File: src/rtl/prompt_progress_tracker_if.sv
`default_nettype none
// ============================================================================
// Module   : prompt_progress_tracker_if
// Brief    : Keystroke/control inputs and progress/stat outputs of the tracker
// Revision : 1.0 - initial release
// ============================================================================
interface prompt_progress_tracker_if #(
  parameter int MAX_LEN = 64,
  parameter int ERR_W   = 8,
  parameter int TIME_W  = 12
);
  localparam int IDX_W = $clog2(MAX_LEN + 1);

  logic              start;
  logic [IDX_W-1:0]  prompt_len;
  logic              correct;
  logic              wrong;
  logic              tick;
  logic [IDX_W-1:0]  letter_idx;
  logic [ERR_W-1:0]  error_cnt;
  logic [IDX_W-1:0]  streak;
  logic [IDX_W-1:0]  best_streak;
  logic [TIME_W-1:0] elapsed;
  logic              active;
  logic              done;
  logic              done_pulse;

  modport master (
    output start, prompt_len, correct, wrong, tick,
    input  letter_idx, error_cnt, streak, best_streak, elapsed, active, done, done_pulse
  );

  modport slave (
    input  start, prompt_len, correct, wrong, tick,
    output letter_idx, error_cnt, streak, best_streak, elapsed, active, done, done_pulse
  );
endinterface
`default_nettype wire

File: src/rtl/prompt_progress_tracker.sv
`default_nettype none
// ============================================================================
// Module   : prompt_progress_tracker
// Brief    : Tracks cursor, errors, streaks and elapsed time for a typing prompt
// Revision : 1.0 - initial release
// ============================================================================
module prompt_progress_tracker #(
  parameter int MAX_LEN = 64,
  parameter int ERR_W   = 8,
  parameter int TIME_W  = 12
) (
  input  wire logic                clk,
  input  wire logic                reset,
  prompt_progress_tracker_if.slave bus_if
);
  localparam int IDX_W = $clog2(MAX_LEN + 1);
  localparam logic [IDX_W-1:0] C_LEN_MAX = IDX_W'(MAX_LEN);

  typedef enum logic [1:0] {
    S_IDLE   = 2'd0,
    S_TYPING = 2'd1,
    S_DONE   = 2'd2
  } state_t;

  state_t            state_q,      state_d;
  logic [IDX_W-1:0]  len_q,        len_d;
  logic [IDX_W-1:0]  idx_q,        idx_d;
  logic [ERR_W-1:0]  err_q,        err_d;
  logic [IDX_W-1:0]  streak_q,     streak_d;
  logic [IDX_W-1:0]  best_q,       best_d;
  logic [TIME_W-1:0] elapsed_q,    elapsed_d;
  logic              done_pulse_q, done_pulse_d;

  logic [IDX_W-1:0]  w_len_clamped;
  logic [IDX_W-1:0]  w_idx_inc;
  logic [IDX_W-1:0]  w_streak_inc;

  assign w_len_clamped = (bus_if.prompt_len > C_LEN_MAX) ? C_LEN_MAX : bus_if.prompt_len;
  assign w_idx_inc     = idx_q + IDX_W'(1);
  assign w_streak_inc  = streak_q + IDX_W'(1);

  always_ff @(posedge clk) begin
    if (!reset) begin
      state_q      <= S_IDLE;
      len_q        <= '0;
      idx_q        <= '0;
      err_q        <= '0;
      streak_q     <= '0;
      best_q       <= '0;
      elapsed_q    <= '0;
      done_pulse_q <= 1'b0;
    end else begin
      state_q      <= state_d;
      len_q        <= len_d;
      idx_q        <= idx_d;
      err_q        <= err_d;
      streak_q     <= streak_d;
      best_q       <= best_d;
      elapsed_q    <= elapsed_d;
      done_pulse_q <= done_pulse_d;
    end
  end

  always_comb begin
    state_d      = state_q;
    len_d        = len_q;
    idx_d        = idx_q;
    err_d        = err_q;
    streak_d     = streak_q;
    best_d       = best_q;
    elapsed_d    = elapsed_q;
    done_pulse_d = 1'b0;

    // start dominates every other input in any state
    if (bus_if.start) begin
      len_d     = w_len_clamped;
      idx_d     = '0;
      err_d     = '0;
      streak_d  = '0;
      best_d    = '0;
      elapsed_d = '0;
      if (w_len_clamped == '0) begin
        state_d      = S_DONE;
        done_pulse_d = 1'b1;
      end else begin
        state_d = S_TYPING;
      end
    end else if (state_q == S_TYPING) begin
      if (bus_if.correct) begin
        idx_d    = w_idx_inc;
        streak_d = w_streak_inc;
        if (w_streak_inc > best_q) begin
          best_d = w_streak_inc;
        end
        if (w_idx_inc == len_q) begin
          state_d      = S_DONE;
          done_pulse_d = 1'b1;
        end
      end else if (bus_if.wrong) begin
        if (err_q != '1) begin
          err_d = err_q + ERR_W'(1);
        end
        streak_d = '0;
      end
      if (bus_if.tick && (elapsed_q != '1)) begin
        elapsed_d = elapsed_q + TIME_W'(1);
      end
    end
  end

  assign bus_if.letter_idx  = idx_q;
  assign bus_if.error_cnt   = err_q;
  assign bus_if.streak      = streak_q;
  assign bus_if.best_streak = best_q;
  assign bus_if.elapsed     = elapsed_q;
  assign bus_if.active      = (state_q == S_TYPING);
  assign bus_if.done        = (state_q == S_DONE);
  assign bus_if.done_pulse  = done_pulse_q;
endmodule
`default_nettype wire
File: src/flat_wrapper.sv
// flat-port wrapper written by rule: the top's interface ports become plain ports
module prompt_progress_tracker_flat 
#(
  parameter int MAX_LEN = 64,
  parameter int ERR_W   = 8,
  parameter int TIME_W  = 12
)
  (clk, reset, bus_if_start, bus_if_prompt_len, bus_if_correct, bus_if_wrong, bus_if_tick, bus_if_letter_idx, bus_if_error_cnt, bus_if_streak, bus_if_best_streak, bus_if_elapsed, bus_if_active, bus_if_done, bus_if_done_pulse);
  prompt_progress_tracker_if #(.MAX_LEN(MAX_LEN), .ERR_W(ERR_W), .TIME_W(TIME_W)) bus_if_i ();
  input  wire logic clk;
  input  wire logic reset;
  input wire logic [$bits(bus_if_i.start)-1:0] bus_if_start;
  input wire logic [$bits(bus_if_i.prompt_len)-1:0] bus_if_prompt_len;
  input wire logic [$bits(bus_if_i.correct)-1:0] bus_if_correct;
  input wire logic [$bits(bus_if_i.wrong)-1:0] bus_if_wrong;
  input wire logic [$bits(bus_if_i.tick)-1:0] bus_if_tick;
  output wire logic [$bits(bus_if_i.letter_idx)-1:0] bus_if_letter_idx;
  output wire logic [$bits(bus_if_i.error_cnt)-1:0] bus_if_error_cnt;
  output wire logic [$bits(bus_if_i.streak)-1:0] bus_if_streak;
  output wire logic [$bits(bus_if_i.best_streak)-1:0] bus_if_best_streak;
  output wire logic [$bits(bus_if_i.elapsed)-1:0] bus_if_elapsed;
  output wire logic [$bits(bus_if_i.active)-1:0] bus_if_active;
  output wire logic [$bits(bus_if_i.done)-1:0] bus_if_done;
  output wire logic [$bits(bus_if_i.done_pulse)-1:0] bus_if_done_pulse;
  assign bus_if_i.start = bus_if_start;
  assign bus_if_i.prompt_len = bus_if_prompt_len;
  assign bus_if_i.correct = bus_if_correct;
  assign bus_if_i.wrong = bus_if_wrong;
  assign bus_if_i.tick = bus_if_tick;
  assign bus_if_letter_idx = bus_if_i.letter_idx;
  assign bus_if_error_cnt = bus_if_i.error_cnt;
  assign bus_if_streak = bus_if_i.streak;
  assign bus_if_best_streak = bus_if_i.best_streak;
  assign bus_if_elapsed = bus_if_i.elapsed;
  assign bus_if_active = bus_if_i.active;
  assign bus_if_done = bus_if_i.done;
  assign bus_if_done_pulse = bus_if_i.done_pulse;
  prompt_progress_tracker #(.MAX_LEN(MAX_LEN), .ERR_W(ERR_W), .TIME_W(TIME_W)) u_core (.clk(clk), .reset(reset), .bus_if(bus_if_i));
endmodule
File: config.mk
export PLATFORM = sky130hd
export DESIGN_NAME = prompt_progress_tracker_flat
export DESIGN_NICKNAME = d
export VERILOG_FILES = /design/src/rtl/prompt_progress_tracker_if.sv /design/src/rtl/prompt_progress_tracker.sv /design/src/flat_wrapper.sv
export SDC_FILE = /design/constraint.sdc
export NUM_CORES = 1
export LEC_CHECK = 0
export ABC_AREA = 1
export ABC_CLOCK_PERIOD_IN_PS = 3220
export CORE_ASPECT_RATIO = 0.8
export CORE_MARGIN = 2
export CORE_UTILIZATION = 55
export CTS_CLUSTER_SIZE = 25
export DETAILED_ROUTE_END_ITERATION = 10
export PLACE_DENSITY = 0.84
export SLEW_MARGIN = 20
export SYNTH_ARGS = -nofsm -noshare
export SYNTH_HDL_FRONTEND = slang
export SYNTH_SLANG_ARGS = --single-unit
File: constraint.sdc
create_clock -name clk -period 3.22 [get_ports clk]
set_input_delay 0.966 -clock clk [delete_from_list [all_inputs] [get_ports clk]]
set_output_delay 0.966 -clock clk [all_outputs]
set_load 0.01 [all_outputs]
==> flow_summary_export.csv <==
group,metric,value,unit
synth,synth_edf_count,0,
setup_path,critical_path_required,3.43,ns
synth,synth_top_family_by_area,"simple AND/OR/NAND/NOR gates",
finish,stdcell_area,3500,um2
cts,clock_sinks,51,
cts,cts_hold_buf,0,
cts,root_buffer,"clkbuf_8",
setup_path,worst_path_most_repeated_cell,"nand2_1",
synth,synth_fp_nets,422,
setup_path,crit_arrival,2.70,ns
setup_path,reg2reg_to,"u_core.bus_if.best_streak[0]",
timing,maxSlewViolCount,0,
global_routing,first_global_vias,2343,
timing,slew_headroom,0.517,
detailed_routing,wl_per_cell,12.2,um
detailed_routing,drc,0,
cts,clk_pin_slew,0.10,ns
global_routing,grt_start_max_net_pins,23,
setup_path,r2r_cells,15,
synth,ys_warn_count,0,
setup_path,crit_start,"u_core.bus_if.streak[0]",
timing,tightest_slew,0.723,ns
cts,cts_tree,"built",
setup_path,critPathKind,"reg -> reg",
timing,setup_violations,0,
cts,cts-resized-gates,0,
detailed_routing,vias,2717,
timing,tns,0,ns
detailed_routing,final_antenna_net_count,0,
timing,fin_crit_sh,0.773,
placement,place_congestion,0.860,
cts,clk_path_buf_depth,2,
placement,io_buffers,56,
setup_path,cp_slowest_cell,"dfxtp_1",
synth,avgSynthCellArea,7.09,um2
finish,syn_to_final_growth,24.0,%
synth,ys_ff_latch,51,
floorplanning,rows,23,
global_routing,gr-total-overflow,0,
timing,rsz0062_at_grt,"false",
power,powerDensity,327,nW/um2
synth,synthXorXnorAreaFrac,0.0421,
floorplanning,dieArea,5720,um2
setup_path,cp_slowest_stage_delay,0.46,ns
floorplanning,core_area,4980,um2
setup_path,worstPathMaxFanout,12,
finish,antenna_cells,0,
power,irDropWorstVdd,316,uV
setup_path,path_depth,15,
cts,cts_buffers,5,
power,p_leak,1.36,nW
detailed_routing,drt_first_pass_iters,4,
finish,layout-drive-gt1-share,0.0771,
synth,synth_top_flop_cell,"dfxtp_1",
hold_path,hp-class,"reg -> reg",
global_routing,track_usage,0.220,
setup_path,worstPathCellList,"ha_1 > nand4_1 > nor2_1 > xnor2_1 > inv_1 > ha_1 > nand2_1 > nor2_1 > nand2_1 > o211ai_1 > nand2_1 > inv_1 > nand2_1 > nand2_1 > nor2_1",
setup_path,endpoint,"u_core.bus_if.best_streak[0]",
placement,place_area,3410,um2
setup_path,critPathBufInv,2,
detailed_routing,vias_per_cell,5.27,
setup_path,regToRegSetupSlack,0.73,ns
detailed_routing,drt-total-wl,6.28,mm
synth,ys_types,37,
synth,synthSimpleGateAreaFrac,0.305,
synth,synth_area,2820,um2
cts,clock_latency,0.31,ns
setup_path,crit_path_start_kind,"register",
cts,cts_setup_buffers,0,
detailed_routing,drtIter0Drc,149,
synth,ys_seq_area_frac,0.362,
floorplanning,die_w,84.1,um
finish,fin_nets,477,
timing,hold_viol,0,
floorplanning,io_pins,57,
cts,h-tree-depth,2,
placement,detailed_place_hpwl,4.73,mm
timing,fmax,0.402,GHz
floorplanning,initial_core_util,0.567,
setup_path,end_kind,"register",
synth,synth_fa_ha_area_frac,0.0488,
flow_run,maxCapViolations,0,
setup_path,cp_top_family,"simple AND/OR/NAND/NOR gates",
synth,muxShareOfSynthArea,0,
global_routing,grt_pass1_wl,10.2,mm
synth,synth_compound_area_frac,0.139,
timing,finalClockSkew,0.00762,ns
synth,async_reset_ff_frac,0,
setup_path,timing.rr.start,"u_core.bus_if.streak[0]",
synth,synthCells,398,
global_routing,grt_antenna_before_repair,0,
status,status,"finished clean",
floorplanning,die_h,68.1,um
timing,finalCriticalPeriod,2.49,ns
==> area by class of cell <==
cell class / instances / area (um2)
clock buffers: 6 / 72.6
clock inverters: 2 / 12.5
fillers: 436 / 1480
inverters: 60 / 230
multi-input cells: 277 / 1510
flip-flops and latches: 51 / 1020
well taps: 62 / 77.6
repair buffers: 58 / 576
==> metal layers <==
layer / share of wire / vias to the layer above / GRT usage
met1: 0.48 / 1254 / 0.289
met5: 0 / - / 0
met2: 0.47 / 58 / 0.378
met3: 0.042 / 5 / 0.0483
met4: 0.0076 / 0 / 0.0484
li1: - / 1400 / -
==> state kept, by name, summed over array words and instances (netlist names) <==
signal                     cells
u_core.bus_if.elapsed         12
u_core.bus_if.error_cnt        8
u_core.bus_if.best_streak      7
u_core.bus_if.letter_idx       7
u_core.bus_if.streak           7
u_core.len_q                   7
u_core.state_q                 2
u_core.bus_if.done_pulse       1
==> worst min-delay path: cells and delay by family, from the launching register on <==
family	cells	cell delay, ns
DFF	1	0.32
buffers and inverters	1	0.07
AOI/OAI and AO/OA	1	0.06
==> report_power, final <==
group	internal [mW]	total (mW)	switching (mW)
registers	0.641	0.651	0.00953
clock network	0.153	0.375	0.222
logic	0.0502	0.118	0.0680
total	0.844	1.14	0.300
==> Yosys cell counts, types with 2 or more instances <==
library cell,instances,area [um2]
o211ai_1,3,22.5
buf_2,3,15.0
nand3_2,5,50.1
dfxtp_1,51,1020
inv_1,55,206
xnor2_1,4,35.0
buf_6,2,22.5
ha_1,11,138
nand2_2,5,31.3
xor2_1,7,61.3
clkbuf_1,3,11.3
nor2_4,2,22.5
nor2_2,2,12.5
a21oi_1,34,170
nand3_1,26,130
nand2_1,90,338
a21oi_2,2,17.5
nand2_4,2,22.5
o21ai_0,22,110
o21ai_1,6,30.0
nor3_1,5,25.0
nand4_1,8,50.1
inv_4,2,12.5
inv_2,3,11.3
nor2_1,32,120
nor3_4,2,32.5
==> placed cells by master (no fill, tap or decap), drive strengths merged <==
cell and count:
a211oi 1, a21oi 36, a32o 1, a41oi 1
and3 1, buf 2, clkbuf 6, clkdlybuf4s50 56
clkinv 1, clkinvlp 1, dfxtp 51, ha 11
inv 60, nand2 97, nand3 31, nand3b 1
nand4 8, nor2 36, nor3 7, nor3b 1
o211ai 3, o21ai 28, o21bai 1, o31ai 1
xnor2 4, xnor3 1, xor2 7
==> cells by family after synthesis <==
family,count (synthesis)
flip-flops,51
AND/OR/NAND/NOR,182
XOR/XNOR,12
buffers and inverters,70
adder cells (fa/ha/maj),11
AO/OA/AOI/OAI,72
==> how the worst min path moves through the flow <==
stage                            startpoint                            to  depth (start not counted)  slack (ns)
2_1_floorplan               u_core.len_q[5]               u_core.len_q[5]                          1        0.44
3_3_place_gp   u_core.bus_if.best_streak[5]  u_core.bus_if.best_streak[5]                          2        0.46
3_5_place_dp     u_core.bus_if.error_cnt[4]    u_core.bus_if.error_cnt[4]                          2        0.47
4_1_cts          u_core.bus_if.error_cnt[4]    u_core.bus_if.error_cnt[4]                          2        0.48
5_1_grt                     u_core.len_q[5]               u_core.len_q[5]                          1        0.51
6_report       u_core.bus_if.best_streak[6]  u_core.bus_if.best_streak[6]                          2        0.48
==> through the flow <==
| step | power [mW] | std cells | util | hold WS (ns) | setup WS (ns) |
|---|---|---|---|---|---|
| 2_1_floorplan | 0.736 | 398 | - | 0.441 | 1.02 |
| 3_3_place_gp | 0.779 | 508 | 0.686 | 0.464 | 0.573 |
| 3_5_place_dp | 0.783 | 508 | 0.686 | 0.465 | 0.510 |
| 4_1_cts | 1.14 | 516 | 0.703 | 0.480 | 0.738 |
| 5_1_grt | 1.18 | 516 | 0.703 | 0.508 | 0.459 |
| 6_report | 1.14 | 516 | 0.703 | 0.481 | 0.730 |
Power figures use the tool's default switching activity.
